File: src/rtl/key_pkg.sv
// Shared key-handling definitions: FSM state encoding and default timing,
// so the debouncer and the event decoder draw on one timing source.
package key_pkg;

   typedef enum logic [1:0] {
      IDLE = 2'd0,
      HOLD = 2'd1,
      LONG = 2'd2
   } key_state_e;

   // Defaults in sys_clk cycles.
   localparam int LONG_TIME_DEF   = 24000000;
   localparam int REPEAT_TIME_DEF = 6000000;

endpackage

File: src/rtl/key_edge_detect.sv
// Level-to-edge front end: normalizes the key polarity so that 1 means
// pressed, keeps the previous normalized level and reports rise/fall.
// The previous level resets to "released", so a key held through reset
// shows up as a rise on the first edge afterwards.
module key_edge_detect #(
   parameter bit ACTIVE_LOW = 1'b1
) (
   input  logic sys_clk,
   input  logic sys_rst_n,
   input  logic key_in,
   output logic rise,
   output logic fall
);

   logic norm_s;
   logic prev_r;

   assign norm_s = key_in ^ ACTIVE_LOW;

   // Previous normalized level, released after reset.
   always_ff @(posedge sys_clk or negedge sys_rst_n) begin
      if (!sys_rst_n) begin
         prev_r <= 1'b0;
      end else begin
         prev_r <= norm_s;
      end
   end

   assign rise = norm_s & ~prev_r;
   assign fall = ~norm_s & prev_r;

endmodule

File: src/rtl/key_event_decoder.sv
// Turns a debounced key level into single-cycle press, release, long-press
// and auto-repeat events, plus held/long-hold flags and a wrapping press
// counter. All outputs are registered.
module key_event_decoder
   import key_pkg::*;
#(
   parameter bit ACTIVE_LOW  = 1'b1,
   parameter int LONG_TIME   = LONG_TIME_DEF,
   parameter int REPEAT_TIME = REPEAT_TIME_DEF,
   parameter bit REPEAT_EN   = 1'b1,
   parameter int BITS        = 25
) (
   input  logic       sys_clk,
   input  logic       sys_rst_n,
   input  logic       key_in,
   output logic       press_pulse,
   output logic       release_pulse,
   output logic       long_pulse,
   output logic       repeat_pulse,
   output logic       key_held,
   output logic       long_active,
   output logic [7:0] press_cnt
);

   localparam logic [BITS-1:0] LONG_LAST = BITS'(LONG_TIME - 1);
   localparam logic [BITS-1:0] REP_LAST  = BITS'(REPEAT_TIME - 1);
   localparam logic [BITS-1:0] CNT_ONE   = BITS'(1);

   logic            rise_s;
   logic            fall_s;
   key_state_e      state_r;
   key_state_e      state_nxt_s;
   logic [BITS-1:0] cnt_r;
   logic [BITS-1:0] cnt_nxt_s;
   logic [7:0]      press_cnt_r;
   logic [7:0]      press_cnt_nxt_s;
   logic            press_nxt_s;
   logic            release_nxt_s;
   logic            long_nxt_s;
   logic            repeat_nxt_s;
   logic            press_r;
   logic            release_r;
   logic            long_r;
   logic            repeat_r;
   logic            key_held_r;
   logic            long_active_r;

   key_edge_detect #(
      .ACTIVE_LOW (ACTIVE_LOW)
   ) u_edge (
      .sys_clk   (sys_clk),
      .sys_rst_n (sys_rst_n),
      .key_in    (key_in),
      .rise      (rise_s),
      .fall      (fall_s)
   );

   // State, hold counter, press counter and all registered outputs.
   always_ff @(posedge sys_clk or negedge sys_rst_n) begin
      if (!sys_rst_n) begin
         state_r       <= IDLE;
         cnt_r         <= '0;
         press_cnt_r   <= 8'd0;
         press_r       <= 1'b0;
         release_r     <= 1'b0;
         long_r        <= 1'b0;
         repeat_r      <= 1'b0;
         key_held_r    <= 1'b0;
         long_active_r <= 1'b0;
      end else begin
         state_r       <= state_nxt_s;
         cnt_r         <= cnt_nxt_s;
         press_cnt_r   <= press_cnt_nxt_s;
         press_r       <= press_nxt_s;
         release_r     <= release_nxt_s;
         long_r        <= long_nxt_s;
         repeat_r      <= repeat_nxt_s;
         key_held_r    <= (state_nxt_s != IDLE);
         long_active_r <= (state_nxt_s == LONG);
      end
   end

   // Next-state decision; release always wins over a same-cycle timeout.
   always_comb begin
      state_nxt_s = state_r;
      case (state_r)
         IDLE: begin
            if (rise_s) state_nxt_s = HOLD;
            else        state_nxt_s = IDLE;
         end
         HOLD: begin
            if (fall_s)                  state_nxt_s = IDLE;
            else if (cnt_r == LONG_LAST) state_nxt_s = LONG;
            else                         state_nxt_s = HOLD;
         end
         LONG: begin
            if (fall_s) state_nxt_s = IDLE;
            else        state_nxt_s = LONG;
         end
         default: state_nxt_s = IDLE;
      endcase
   end

   // Pulse generation and counter updates for the coming edge.
   always_comb begin
      press_nxt_s     = 1'b0;
      release_nxt_s   = 1'b0;
      long_nxt_s      = 1'b0;
      repeat_nxt_s    = 1'b0;
      cnt_nxt_s       = cnt_r;
      press_cnt_nxt_s = press_cnt_r;
      case (state_r)
         IDLE: begin
            if (rise_s) begin
               press_nxt_s     = 1'b1;
               press_cnt_nxt_s = press_cnt_r + 8'd1;
               cnt_nxt_s       = '0;
            end else begin
               cnt_nxt_s = cnt_r;
            end
         end
         HOLD: begin
            if (fall_s) begin
               release_nxt_s = 1'b1;
            end else if (cnt_r == LONG_LAST) begin
               long_nxt_s = 1'b1;
               cnt_nxt_s  = '0;
            end else begin
               cnt_nxt_s = cnt_r + CNT_ONE;
            end
         end
         LONG: begin
            if (fall_s) begin
               release_nxt_s = 1'b1;
            end else if (REPEAT_EN && (cnt_r == REP_LAST)) begin
               repeat_nxt_s = 1'b1;
               cnt_nxt_s    = '0;
            end else if (cnt_r != REP_LAST) begin
               cnt_nxt_s = cnt_r + CNT_ONE;
            end else begin
               // Repeat disabled: park at the last count.
               cnt_nxt_s = cnt_r;
            end
         end
         default: begin
            cnt_nxt_s = '0;
         end
      endcase
   end

   assign press_pulse   = press_r;
   assign release_pulse = release_r;
   assign long_pulse    = long_r;
   assign repeat_pulse  = repeat_r;
   assign key_held      = key_held_r;
   assign long_active   = long_active_r;
   assign press_cnt     = press_cnt_r;

endmodule

File: config.mk
export PLATFORM = sky130hd
export DESIGN_NAME = key_event_decoder
export DESIGN_NICKNAME = d
export VERILOG_FILES = /design/src/rtl/key_pkg.sv /design/src/rtl/key_edge_detect.sv /design/src/rtl/key_event_decoder.sv
export SDC_FILE = /design/constraint.sdc
export NUM_CORES = 1
export LEC_CHECK = 0
export CAP_MARGIN = 20
export CELL_PAD_IN_SITES_DETAIL_PLACEMENT = 1
export CELL_PAD_IN_SITES_GLOBAL_PLACEMENT = 2
export CORE_ASPECT_RATIO = 1.25
export CORE_UTILIZATION = 30
export CTS_BUF_LIST = sky130_fd_sc_hd__clkbuf_2 sky130_fd_sc_hd__clkbuf_4 sky130_fd_sc_hd__clkbuf_8
export DETAILED_ROUTE_END_ITERATION = 12
export GPL_TIMING_DRIVEN = 1
export HOLD_SLACK_MARGIN = 0.1
export PLACE_DENSITY = 0.68
export SYNTH_ARGS = -nofsm -noshare
export SYNTH_HDL_FRONTEND = slang
export SYNTH_HIERARCHICAL = 1
export SYNTH_SLANG_ARGS = --single-unit
File: constraint.sdc
create_clock -name sys_clk -period 4.23 [get_ports sys_clk]
set_input_delay 1.269 -clock sys_clk [delete_from_list [all_inputs] [get_ports sys_clk]]
set_output_delay 1.269 -clock sys_clk [all_outputs]
set_load 0.02 [all_outputs]
; ---- Word level (Yosys, flattened, before mapping)
; Index checks and enable logic that the tools add are counted.
[classes]
n_reduce_logical = 5
eq_ne = 10
bitwise_logic = 4
muxes = 22
addsub = 2
[ops]
columns = operator, n
row1 = 25-bit two-way mux, 6
row2 = 25-bit one-hot mux with 3 select lines, 1
row3 = "25-bit by 1-bit adder with 25-bit output, second input constant", 1
row4 = "25-bit by 23-bit equality test with 1-bit output, second input constant", 1
row5 = "25-bit equality test, second input constant", 1
row6 = "25-bit by 23-bit != test with 1-bit output, second input constant", 1
row7 = 1-bit two-way mux, 11
row8 = "8-bit by 1-bit adder with 8-bit output, second input constant", 1
row9 = 2-bit two-way mux, 3
row10 = "2-bit != test, second input constant", 3
row11 = 2-bit one-hot mux with 3 select lines, 1
row12 = "2-bit equality test, second input constant", 2
row13 = 4-bit AND reduction, 1
row14 = "3-bit != test, second input constant", 1
row15 = 1-bit bitwise AND, 2
row16 = "2-bit by 1-bit equality test with 1-bit output, second input constant", 1
row17 = 2-bit zero test, 1
row18 = 1-bit inverter, 2
row19 = 2-bit AND reduction, 1
row20 = 2-bit nonzero test, 1
row21 = 2-bit OR reduction, 1
[totals]
word_cells = 53
out_inout_bits = 14
reg_bits = 42
input_bits = 3

; ---- Longest topological paths before layout
; Gate-level depths: netlist of the first run.
[logic_depth]
ltp_word = 5
ltp_mapped = 8
mapped_depth_nobuf = 7

; ---- Cells and area by module
; Netlist of the first run, hierarchy kept.
[modules_own_cells]
columns = module, seq_area_each_um2, cells_per_inst, area_per_inst_um2, instances
row1 = key_event_decoder, 1026.0, 236, 2307.2, 1
row2 = key_edge_detect, 25.0, 4, 38.8, 1

; ---- Worst setup path after synthesis of the first run
; Ideal clock, no wire load.
[synth_path]
path_type = input to register
start = input key_in
end = register cnt_r[11]
arrival_ns = 2.611
t_required_ns = 4.086
path_buffers = 2
slack_ns = 1.475
setup_time_ns = 0.144
cell_stages = 6
path_cell_list = and2_1 o21ai_0 and2_1 clkbuf_1 buf_1 a21oi_2
[synth_between]
elab_chain_cells = 4
elab_cells_between_ends = 7
classes_between = eq/ne (3) / bitwise (3) / reduce/logical (1)
[synth_lines]
columns = element, line_no
row1 = from (decl), key_event_decoder.sv:15  ; input logic key_in,
row2 = 1-bit inverter (no source line), n/a
row3 = 1-bit bitwise AND, key_edge_detect.sv:29  ; assign rise = norm_s & ~prev_r;
row4 = 2-bit != test (no source line), n/a
row5 = 4-bit AND reduction (no source line) *, n/a
row6 = to (signal assigned), key_event_decoder.sv:72  ; cnt_r <= cnt_nxt_s;
row7 = to (decl), key_event_decoder.sv:33  ; logic [BITS-1:0] cnt_r;
; Mark *: on every way between the ends. The rest lies on a longest branch, timed or not.
; A chain may end at the register's enable or synchronous reset.

; ---- Final worst setup path of the first run
[layout_path]
start = input key_in
end = register cnt_r[23]
[layout_between]
elab_cells_between_ends = 7
classes_between = eq/ne (3) / bitwise (3) / reduce/logical (1)
[layout_lines]
columns = element, line_no
row1 = 1-bit bitwise AND *, key_edge_detect.sv:30  ; assign fall = ~norm_s & prev_r;
row2 = net fall_s, key_event_decoder.sv:30  ; logic fall_s;
row3 = 2-bit != test (no source line), n/a
row4 = 4-bit AND reduction (no source line) *, n/a
; Mark *: on every way through the listed nets, which the timed path passes. The rest lies on a longest branch.

==> summary.txt, run 1 <==
Status
  – Status: completed

Logic synthesis
  – FFs w/ async S/R, synth: 100.0%
  – Avg Cell Area, Syn: 9.775 um2
  – EDFF count, synth: 0
  – Gate count after technology mapping: 240
  – Syn Nets: 249
  – Seq/Total Area, Yosys: 44.80%
  – Synth unique cells: 44
  – Yosys warnings: 6
  – FF+latch count, synth: 42
  – Syn Std Cell Area: 2346 um2
  – Ys flop type: dfrtp_1

Clock tree
  – CTS root buffer: clkbuf_8
  – Post_cts resized: 0
  – Num CTS Buffers: 5
  – Hold_buf cts: 0
  – H-Tree Depth: 2
  – Reg clk slew, reported paths: 90 ps
  – Clk buf depth: 2
  – CTS tree: built
  – Clk sink count: 42
  – Worst-Skew Late Latency: 300 ps
  – Postcts setup bufs: 0

Routing
  – Wire length on met1: 2.746 mm
  – Metal2 WL: 3.149 mm
  – WL final: 6.085 mm
  – Routed len/inst: 17.34 um
  – Drc violations: 0
  – Post-DR vias/cell: 5.413
  – 1st-iter DRT viols: 71
  – Vias: 1900
  – DR top layer: met4
  – Metal3 WL: 115 um
  – Total iterations of the first detailed-routing run: 4
  – Final ANT Viol Nets: 0

Timing
  – Setup_tns: 0 ps
  – Final Max Slew Viols: 0
  – F_max: 0.3152 GHz
  – Worst rel slew slack: 59.72%
  – Hold_ws: 469.5 ps
  – Setup Skew: 9.814 ps
  – Final worst-path cycle share: 75.00%
  – Final setup vio count: 0
  – Final min period: 3173 ps
  – RSZ-0062 raised after global routing: no
  – Fin. Hold Viols: 0
  – Least-Margin Pin Slew: 604.2 ps

Layout
  – Commonest non-fill, non-tap cell in the layout: dfrtp_1
  – # fillers: 836
  – Number of diodes: 0
  – Most frequent cells in the layout: dfrtp_1, nand2_1, xnor2_1
  – Nets@finish: 267
  – Layout cells sized above 1: 11.97%
  – Syn-to-layout area delta: 16.11%

Place
  – GP Congestion: 0.7917
  – IO Port Bufs: 16
  – DP HPWL: 4.317 mm

Floorplanning
  – Starting density of the core: 31.33%
  – IO Pins: 17
  – Floorplan Core Area: 7488 um2
  – Rows: 35
  – Die Wd: 81.10 um
  – Die footprint: 8180 um2
  – Die Y: 100.9 um

Global route
  – Vias in the first global route: 2031
  – Initial antenna violation count: 0
  – Gr usage total: 16.99%
  – Overflow after GRT: 0
  – Largest net degree at the start of global routing: 43
  – First-pass GRT wire length: 10.52 mm

Pwr
  – Cell Pwr Density: 379.1 nW/um2
  – Max VDD drop: 0.2307 mV
  – Pleak: 1.046 nW

Setup path
  – Worst Setup Start Kind: input port
  – WS Path Type: input port to flip-flop
  – Data arrival, critical path: 3380 ps
  – Critical Path Fanout Max: 9
  – Critical Path Sink Type: flip-flop
  – Critical path required time: 4430 ps

Min path
  – Hold/Removal Path Class: flip-flop to flip-flop

Job
  – MaxCap Viol Count: 0
## metrics by stage
stage / util [%] / power (mW) / area, um2 / std cells / setup slack (ps)
detailed placement: 34.59 / 0.7120 / 2590 / 342 / 785.1
finish: 36.37 / 1.033 / 2724 / 351 / 1057
global route: 36.37 / 1.095 / 2724 / 351 / 837.3
CTS: 36.11 / 1.054 / 2704 / 350 / 1103
floorplan: - / 0.6119 / 2346 / 240 / 1475
global placement: 34.59 / 0.7104 / 2590 / 342 / 846.4
## where the power goes
group / switching, mW / total (mW) / internal, mW
logic: 0.148 / 0.235 / 0.0869
clock network: 0.151 / 0.333 / 0.183
registers: 0.0329 / 0.464 / 0.432
total: 0.331 / 1.03 / 0.701
## sequential cells by signal, summed over array words and instances, names as in the netlist
signal and flops:
press_cnt 8, long_active 1, release_pulse 1, key_held 1
long_pulse 1, press_pulse 1, repeat_pulse 1, u_edge/prev_r 1
state_r 2, cnt_r 25
## worst max-delay path: stages
cell and delay, ps:
clkdlybuf4s50_1 430, and2_1 230, o21ai_0 180, nand4_1 480, nor4_1 470, a21oi_1 120
a221oi_1 210
## cell type report
class / instances / area [um2] / area share, %
Multi-Input combinational cell: 177 / 1197 / 43.96
Sequential cell: 42 / 1051 / 38.59
Timing Repair Buffer: 21 / 205.2 / 7.533
Tap cell: 92 / 115.1 / 4.226
Clock buffer: 6 / 76.32 / 2.802
Inverter: 11 / 41.29 / 1.516
Clock inverter: 2 / 37.54 / 1.378
## worst paths after layout
kind	start	slack, ps	cells after the start	to
setup / recovery	key_in	1060	7	cnt_r[23]
hold / removal	press_cnt[7]	470	1	press_cnt[7]
setup reg to reg	cnt_r[5]	1820	7	cnt_r[23]
hold reg to reg	press_cnt[7]	470	1	press_cnt[7]
max in group asynchronous	sys_rst_n	2820	2	cnt_r[19]
min in group asynchronous	sys_rst_n	910	1	cnt_r[1]
## routing by layer
| layer | vias to the layer above | global-route usage [%] |
|---|---|---|
| met5 | - | 0 |
| met4 | 0 | 5.220 |
| met3 | 7 | 2.986 |
| met2 | 22 | 29.80 |
| met1 | 950 | 20.80 |
| li1 | 921 | - |
## synth_stat cells (2+ instances only)
master	count	area share [%]
buf_6	2	0.96
nor3_1	8	1.7
o21ai_0	2	0.43
nor4_2	2	1.1
a21oi_1	6	1.3
xnor2_1	16	6.0
nor4bb_1	3	1.3
clkbuf_1	6	0.96
ha_1	6	3.2
and2_1	6	1.6
o21ai_1	5	1.1
nand2_1	29	4.6
o311ai_1	2	0.75
o211ai_1	9	2.9
a21oi_2	10	3.7
nand3_1	8	1.7
nand4_1	12	3.2
or3_1	2	0.53
dfrtp_1	42	45
nor4_1	8	2.1
and4_1	6	2.2
nor2_1	10	1.6
inv_1	11	1.8
o221ai_1	3	1.1
and3_1	5	1.3
xor2_1	3	1.1
## cells by family after synthesis
group           count (synthesis)  synth area share [%]
simple gates                  105                 25.23
buf+inv                        21                 4.160
compound gates                 47                 15.52
flops                          42                 44.80
fa+ha+maj                       6                 3.200
xor+xnor                       19                 7.093
Power figures use the tool's default switching activity.
==> run 2, diff against run 1 <==
clock period = 3.25 ns   (was 4.23 ns; I/O delays follow)
==> run 2 against run 1 <==
- total power rose by 24%
- sequential power increased by 31%
- critical path type unchanged
- routed wire length is 1.9% higher
- largest cell class unchanged
==> summary.txt, run 2 (synthesis gave the netlist of run 1 again) <==
Status
  – Status: completed

Setup path
  – RR Startpoint: cnt_r[5]
  – WS Path Type: input port to flip-flop
  – CP top delay family: simple AND/OR/NAND/NOR gates
  – Critical Path Sink Type: flip-flop
  – Data arrival, critical path: 2720 ps (-660 ps)
  – Critical path required time: 3420 ps (-1010 ps)
  – FF-to-FF End: cnt_r[23]
  – CP cell instances: clkdlybuf4s50_1 -> and2_1 -> o21ai_0 -> nand4_1 -> buf_4 -> nor4_1 -> xnor2_1 -> a21oi_2
  – Worst Setup Start Kind: input port
  – Crit path max-delay cell type: clkdlybuf4s50_1
  – Largest stage delay on the critical path: 450 ps (-30 ps)
  – R2R cell count: 6 (-1)
  – Critical Path Fanout Max: 9 (unchanged)
  – R2R setup slack: 1020 ps (-800 ps)
  – CP bufs+invs: 2 (+1)

Layout
  – Layout cells sized above 1: 13.31% (+1.3 points)
  – Top reg by flops: cnt_r
  – Multi-input logic area: 1197 um2 (unchanged)
  – Register area: 1051 um2 (unchanged)
  – Max reg flops: 25 (unchanged)
  – Commonest non-fill, non-tap cell in the layout: dfrtp_1
  – Syn-to-layout area delta: 16.59%
  – Most frequent cells in the layout: dfrtp_1, nand2_1, xnor2_1
  – Nets@finish: 271 (+1.5%)
  – # fillers: 851 (+1.8%)
  – Number of diodes: 0 (unchanged)

Timing
  – Fin. Hold Viols: 0 (unchanged)
  – Final min period: 2540 ps
  – Final setup vio count: 0 (unchanged)
  – RSZ-0062 raised after global routing: no
  – Final worst-path cycle share: 78.17%
  – Setup Skew: 8.287 ps (-1.527 ps)
  – Post-route worst setup slack: 709.6 ps (-347.8 ps)
  – Least-Margin Pin Slew: 521.3 ps (-82.93 ps)
  – F_max: 0.3936 GHz
  – Hold_ws: 474.8 ps (+5.302 ps)
  – Setup_tns: 0 ps (unchanged)
  – Final Max Slew Viols: 0 (unchanged)
  – Worst rel slew slack: 64.98% (+5.3 points)

Clock tree
  – CTS root buffer: clkbuf_8
  – Clk buf depth: 2 (unchanged)
  – Worst-Skew Late Latency: 300 ps (about the same)
  – Num CTS Buffers: 5 (unchanged)
  – Reg clk slew, reported paths: 80 ps (about the same)
  – CTS tree: built
  – Post_cts resized: 0 (unchanged)
  – Clk sink count: 42 (unchanged)
  – H-Tree Depth: 2 (unchanged)
  – Hold_buf cts: 0 (unchanged)
  – Postcts setup bufs: 0 (unchanged)

Pwr
  – Tot Pwr: 1.284 mW (+24%)
  – Cell Pwr Density: 469.5 nW/um2 (+24%)
  – Cell Int Power: 853.6 uW (+22%)
  – Max VDD drop: 0.2049 mV (-11%)
  – Clock network power share: 28.0% (-4.3 points)
  – Pleak: 1.057 nW (+1.1%)
  – Sw Pwr: 430.6 uW (+30%)
  – Part of the power in registers: 47.4% (+2.4 points)
  – Logic gate share of total power: 24.7% (+2.0 points)
  – Net switching fraction of the power: 33.53% (+1.4 points)

Place
  – IO Port Bufs: 16 (unchanged)
  – DP Worst Slack: 391.5 ps (-393.5 ps)
  – DP HPWL: 4.390 mm (+1.7%)
  – GP Congestion: 0.7854 (-0.80%)

Routing
  – Total iterations of the first detailed-routing run: 4 (unchanged)
  – Final ANT Viol Nets: 0 (unchanged)
  – Routed len/inst: 17.46 um (+0.71%)
  – Post-DR vias/cell: 5.315 (-1.8%)
  – WL final: 6.198 mm (+1.9%)
  – 1st-iter DRT viols: 83 (+17%)
  – Drc violations: 0 (unchanged)
  – Vias: 1887 (-0.68%)

Min path
  – Hold/Removal Path Class: flip-flop to flip-flop
  – Hold depth: 1 (unchanged)
  – HP Start: press_cnt[7]
  – Hold Path End: press_cnt[7]

Global route
  – Vias in the first global route: 2045 (+0.69%)
  – Largest net degree at the start of global routing: 43 (unchanged)
  – First-pass GRT wire length: 10.47 mm (-0.39%)
  – Initial antenna violation count: 0 (unchanged)
  – Gr usage total: 17.13% (+0.14 points)
  – Overflow after GRT: 0 (unchanged)

Floorplanning
  – Floorplan Core Area: 7488 um2 (unchanged)
  – Die Wd: 81.10 um (unchanged)
  – Starting density of the core: 31.33% (unchanged)
  – Die Y: 100.9 um (unchanged)
  – IO Pins: 17 (unchanged)
  – Die footprint: 8180 um2 (unchanged)
  – Rows: 35 (unchanged)

Job
  – MaxCap Viol Count: 0 (unchanged)
## run 2: per-stage QoR
stage | instance area (um2) | cells | util (%)
floorplan | 2346 | 240 | -
global placement | 2620 | 346 | 34.99
detailed placement | 2620 | 346 | 34.99
CTS | 2715 | 354 | 36.26
global route | 2735 | 355 | 36.52
finish | 2735 | 355 | 36.52
## run 2: area by class of cell
| class | instances | share of cell area, % |
|---|---|---|
| tap | 92 | 4.209 |
| timing repair buffer | 25 | 8.600 |
| sequential | 42 | 38.43 |
| clock inverter | 2 | 0.4575 |
| clock buffer | 6 | 3.019 |
| multi-input combinational | 177 | 43.78 |
| inverter | 11 | 1.510 |
## run 2: worst max path at each step
stage / depth (start not counted) / startpoint / to
3_5_place_dp: 8 / key_in / cnt_r[17]
3_3_place_gp: 8 / key_in / cnt_r[17]
6_report: 8 / key_in / cnt_r[17]
5_1_grt: 8 / key_in / cnt_r[23]
2_1_floorplan: 6 / key_in / cnt_r[11]
4_1_cts: 8 / key_in / cnt_r[17]
## run 2: worst register-to-register path: stages (launching register included)
cell and delay (ps):
dfrtp_1 460, nand3_1 390, nor2_1 410, a31oi_1 180
o21ai_2 160, buf_4 340, a221oi_1 160
## run 2: power groups by stage
stage / sequential, mW / combinational, mW / clock, mW
global placement: 0.616 / 0.318 / 0
global route: 0.615 / 0.351 / 0.399
floorplan: 0.647 / 0.150 / 0
CTS: 0.609 / 0.320 / 0.375
finish: 0.609 / 0.317 / 0.359
detailed placement: 0.620 / 0.318 / 0
## run 2: metal layers
metal / routed length [um] / GRT usage, % / vias to the layer above
met2: 3210 / 29.86 / 24
met1: 2770 / 21.06 / 934
met3: 134 / 3.348 / 7
met4: 82 / 4.945 / 0
met5: 0 / 0 / -
li1: - / - / 922
